$ cat src/rtl/drive_sequencer.sv
// Gate-drive sequencer: break-before-make dead time between pwm phases plus tweak-bank timing windows.
// Latency: pwm input to first gate change is 3 edges (pwm_q, state, output regs); no backpressure, inputs sampled every cycle.
module drive_sequencer #(
    parameter int buffer_width = 8,
    parameter int dead_w       = 4
) (
    input  logic                      clk,
    input  logic                      rst_n,
    input  logic                      pwm,
    input  logic [dead_w-1:0]         dead_time,
    input  logic [buffer_width-1:0]   p_drive_in,
    input  logic [buffer_width-1:0]   n_drive_in,
    input  logic [buffer_width-1:0]   tweak_delay_in,
    input  logic [buffer_width-1:0]   tweak_sense_in,
    input  logic [8*buffer_width-1:0] tweak_drive_in,
    output logic [buffer_width-1:0]   p_gate,
    output logic [buffer_width-1:0]   n_gate,
    output logic [8*buffer_width-1:0] tweak_gate,
    output logic [1:0]                phase
);

    typedef enum logic [1:0] {
        ST_OFF  = 2'd0,
        ST_DEAD = 2'd1,
        ST_HIGH = 2'd2,
        ST_LOW  = 2'd3
    } state_t;

    localparam logic [dead_w-1:0] DCNT_ONE = {{(dead_w-1){1'b0}}, 1'b1};

    logic                      pwm_q;
    state_t                    state_q, state_d;
    logic                      target_q, target_d;
    logic [dead_w-1:0]         dcnt_q, dcnt_d;
    logic [7:0]                phase_cnt_q, phase_cnt_d;

    logic [buffer_width-1:0]   p_gate_q, p_gate_d;
    logic [buffer_width-1:0]   n_gate_q, n_gate_d;
    logic [8*buffer_width-1:0] tweak_gate_q, tweak_gate_d;
    logic [1:0]                phase_q, phase_d;

    logic                      active;
    logic [7:0]                tweak_delay;
    logic [7:0]                bank_en;

    always_comb begin
        state_d     = state_q;
        target_d    = target_q;
        dcnt_d      = dcnt_q;
        phase_cnt_d = phase_cnt_q;
        case (state_q)
            ST_OFF: begin
                state_d  = ST_DEAD;
                target_d = pwm_q;
                dcnt_d   = dead_time;
            end
            ST_HIGH, ST_LOW: begin
                if (pwm_q != target_q) begin
                    state_d  = ST_DEAD;
                    target_d = pwm_q;
                    dcnt_d   = dead_time;
                end else if (phase_cnt_q != 8'hFF) begin
                    phase_cnt_d = phase_cnt_q + 8'd1;
                end
            end
            ST_DEAD: begin
                // A pwm change inside dead time restarts the full interval toward the new target.
                if (pwm_q != target_q) begin
                    target_d = pwm_q;
                    dcnt_d   = dead_time;
                end else if (dcnt_q == '0) begin
                    state_d     = target_q ? ST_HIGH : ST_LOW;
                    phase_cnt_d = 8'd0;
                end else begin
                    dcnt_d = dcnt_q - DCNT_ONE;
                end
            end
            default: state_d = ST_OFF;
        endcase
    end

    always_comb begin
        active       = (state_q == ST_HIGH) || (state_q == ST_LOW);
        tweak_delay  = tweak_delay_in[7:0];
        p_gate_d     = '1;
        n_gate_d     = '0;
        tweak_gate_d = '0;
        bank_en      = '0;
        phase_d      = state_q;
        if (state_q == ST_HIGH) p_gate_d = p_drive_in;
        if (state_q == ST_LOW)  n_gate_d = n_drive_in;
        // sense=1 selects the window before D, sense=0 the window from D onward.
        for (int k = 0; k < 8; k++) begin
            bank_en[k] = tweak_sense_in[k] ? (phase_cnt_q < tweak_delay)
                                           : (phase_cnt_q >= tweak_delay);
            if (active && bank_en[k])
                tweak_gate_d[k*buffer_width +: buffer_width] =
                    tweak_drive_in[k*buffer_width +: buffer_width];
        end
    end

    always_ff @(posedge clk or negedge rst_n) begin
        if (!rst_n) begin
            pwm_q        <= 1'b0;
            state_q      <= ST_OFF;
            target_q     <= 1'b0;
            dcnt_q       <= '0;
            phase_cnt_q  <= 8'd0;
            p_gate_q     <= '1;
            n_gate_q     <= '0;
            tweak_gate_q <= '0;
            phase_q      <= 2'd0;
        end else begin
            pwm_q        <= pwm;
            state_q      <= state_d;
            target_q     <= target_d;
            dcnt_q       <= dcnt_d;
            phase_cnt_q  <= phase_cnt_d;
            p_gate_q     <= p_gate_d;
            n_gate_q     <= n_gate_d;
            tweak_gate_q <= tweak_gate_d;
            phase_q      <= phase_d;
        end
    end

    assign p_gate     = p_gate_q;
    assign n_gate     = n_gate_q;
    assign tweak_gate = tweak_gate_q;
    assign phase      = phase_q;

endmodule

$ cat config.mk
export PLATFORM = sky130hd
export DESIGN_NAME = drive_sequencer
export DESIGN_NICKNAME = d
export VERILOG_FILES = /design/src/rtl/drive_sequencer.sv
export SDC_FILE = /design/constraint.sdc
export NUM_CORES = 1
export LEC_CHECK = 0
export ABC_AREA = 1
export BUFFER_PORTS_ARGS = -buffer_cell sky130_fd_sc_hd__buf_2
export CORE_ASPECT_RATIO = 0.8
export CORE_UTILIZATION = 40
export CTS_BUF_LIST = sky130_fd_sc_hd__clkbuf_4 sky130_fd_sc_hd__clkbuf_8 sky130_fd_sc_hd__clkbuf_16
export DETAILED_ROUTE_END_ITERATION = 10
export HOLD_SLACK_MARGIN = 0.06
export PLACE_DENSITY = 0.7
export SLEW_MARGIN = 20
export SYNTH_ARGS = -nofsm -noshare
export SYNTH_HDL_FRONTEND = slang
export SYNTH_SLANG_ARGS = --single-unit
export TNS_END_PERCENT = 1
$ cat constraint.sdc
create_clock -name clk -period 4.7 [get_ports clk]
set_input_delay 0.94 -clock clk [delete_from_list [all_inputs] [get_ports clk]]
set_output_delay 0.94 -clock clk [all_outputs]
set_load 0.01 [all_outputs]
==> qor.yml <==
drc: 0
cts-hold-fix-buffers: 0
area_growth_pct: 35.19
r2r_slack_ps: 2560
crit_path_end_kind: "register"
cts_max_path_buffers: 2
worstPathRequired_ps: 4930
tightestPinTransition_ps: 987.6
ys_types: 25
via_count: 3261
fin_ws_ps: 2558
period_minus_slack_ps: 2142
finalCritPeriodShare_pct: 45.58
cts_setup_buffers: 0
preCtsSetupSlack_ps: 2227
rr_endpoint: "phase_cnt_q[0]"
cts_sinks: 98
cts_buffers: 9
dieArea_um2: 10640
r2r_cells: 7
slew-limit-headroom_pct: 34.16
setup_viol_count_final: 0
clk_latency_ps: 340
yosysWarnings: 0
rsz0062_at_grt: "false"
fin_total_pwr_mw: 2.329
p_per_area_nw_per_um2: 421.0
crit_arrival_ps: 2370
clockRootBuffer: "clkbuf_16"
path_clk_slew_ps: 70
syn_avg_cell_area_um2: 9.585
grt.overflow.total: 0
dr.pass1.iters: 4
met3WireLength_um: 638
dieWidth_um: 115.1
postSynthNetCount: 540
std_cell_rows: 32
leakagePower_nw: 3.362
final_cell_mix: "183 x buf_2, 108 x inv_1, 90 x dfrtp_1"
drt-wirelength-per-cell_um: 11.93
final_common_cell: "buf_2"
wl_met1_um: 3827
tritoncts: "done"
status: "completed"
grt_usage_pct: 18.17
setup.worst_path.class: "register to register"
portBuffers: 184
hold_end: "target_q"
coreArea_um2: 9809
min_path_cells: 0
drt-total-wl_um: 9088
final.setup.tns_ps: 0
cp-start-kind: "register"
cts.repair.resized: 0
place_congestion: 0.8013
viasPerCell: 4.280
synth_area_leaders: "dfrtp_1 55%, inv_1 9.9%, nor2_1 7.1%"
crit_fanout: 15
io_pins: 185
ys_seq_area_share_pct: 60.17
synth_top_area_share_pct: 55.03
rr_startpoint: "phase_d[1]"
grt_pass1_vias: 3271
grt_pass1_wl_um: 14730
finalClockSkew_ps: 6.861
drive_gt1_share_pct: 40.00
htreeDepth: 3
place_area_um2: 5159
syn_inst: 427
grt_max_degree: 61
dp_hpwl_um: 7040
slew_violations: 0
antenna_found_initial: 1
dieHeight_um: 92.48
ys_seq_elements: 98
hp-class: "register to register"
hold_viol: 0
min_from: "pwm_q"
dr_wl_met2_um: 4529
drt_iter0_drc: 131
nNetsFinal: 733
max_cap_violations: 0
yosysTopAreaCell: "dfrtp_1"
peakVddDrop_uv: 224.6
start_util_pct: 41.72
ant_nets: 0
finalInstanceArea_um2: 5533
highest-signal-layer: "met4"
fmax_mhz: 466.8
synth_area_um2: 4093
[registers in the layout (all words and copies together) (netlist names)]
| name | count |
|---|---|
| dcnt_q | 4 |
| n_gate | 8 |
| p_gate | 8 |
| phase | 2 |
| phase_cnt_q | 8 |
| phase_d | 2 |
| pwm_q | 1 |
| target_q | 1 |
| tweak_gate | 64 |
[worst max-delay path: stages (launching register included)]
cell and delay, ps:
dfrtp_1 990, nor2_4 120, o21ai_1 120, nand2_1 90, nor2_2 390, inv_1 190
nand2_1 90, nand2_1 60
[area by class of cell]
| cell class | instances | area (µm²) |
|---|---|---|
| multi-input combinational | 215 | 1179 |
| timing repair buffer | 185 | 930.9 |
| clock inverter | 6 | 138.9 |
| antenna | 1 | 2.502 |
| inverter | 111 | 416.7 |
| fill | 922 | 4277 |
| tap | 136 | 170.2 |
| sequential | 98 | 2462 |
| clock buffer | 10 | 232.7 |
[per-stage QoR]
step	cells	hold WS, ps	util [%]
after floorplan	427	430.8	-
final	762	404.8	56.40
after CTS	761	406.1	56.38
after detailed placement	745	390.8	52.59
after global routing	762	420.4	56.40
after global placement	745	384.5	52.59
[layer usage]
metal	track usage, %	vias to the layer above
met5	0	-
met4	5.736	0
met3	5.825	9
met2	31.63	115
met1	21.22	1497
li1	-	1640
[power by group]
group          switching (mW)  total (mW)  leakage (nW)  internal (mW)
Combinational           0.271       0.441          1.87          0.169
Sequential             0.0584       0.993          1.31          0.934
Clock                   0.312       0.896         0.178          0.583
[synthesized netlist by cell type, drive strengths merged]
library cell	instances
a21o	1
a21oi	6
buf	2
clkbuf	1
dfrtp	90
dfstp	8
ha	10
inv	111
nand2	57
nand3	16
nand4	10
nor2	88
o211ai	1
o21ai	15
or2	8
xnor2	2
xor2	1
[how the worst max path moves through the flow]
stage                            from              to  slack (ps)
global route               phase_d[1]  phase_cnt_q[7]        2290
floorplan           tweak_delay_in[7]   tweak_gate[0]        2560
detailed placement  tweak_delay_in[7]  tweak_gate[41]        2230
CTS                        phase_d[1]  phase_cnt_q[0]        2510
finish                     phase_d[1]  phase_cnt_q[0]        2560
global placement    tweak_delay_in[7]  tweak_gate[56]        2280
[logic make-up (layout without fill, tap and decap cells)]
kind of cell | after synthesis | in the layout | synth area share, %
other | 0 | 1 | 0
buffers and inverters | 114 | 312 | 11.04
and+or+nand+nor | 179 | 179 | 22.16
adders and majority gates | 10 | 10 | 3.057
xor gates and xnor gates | 3 | 3 | 0.6421
AOI/OAI and AO/OA | 23 | 23 | 2.935
DFF | 98 | 98 | 60.17
Note: power is estimated with default switching activity, not from simulation.
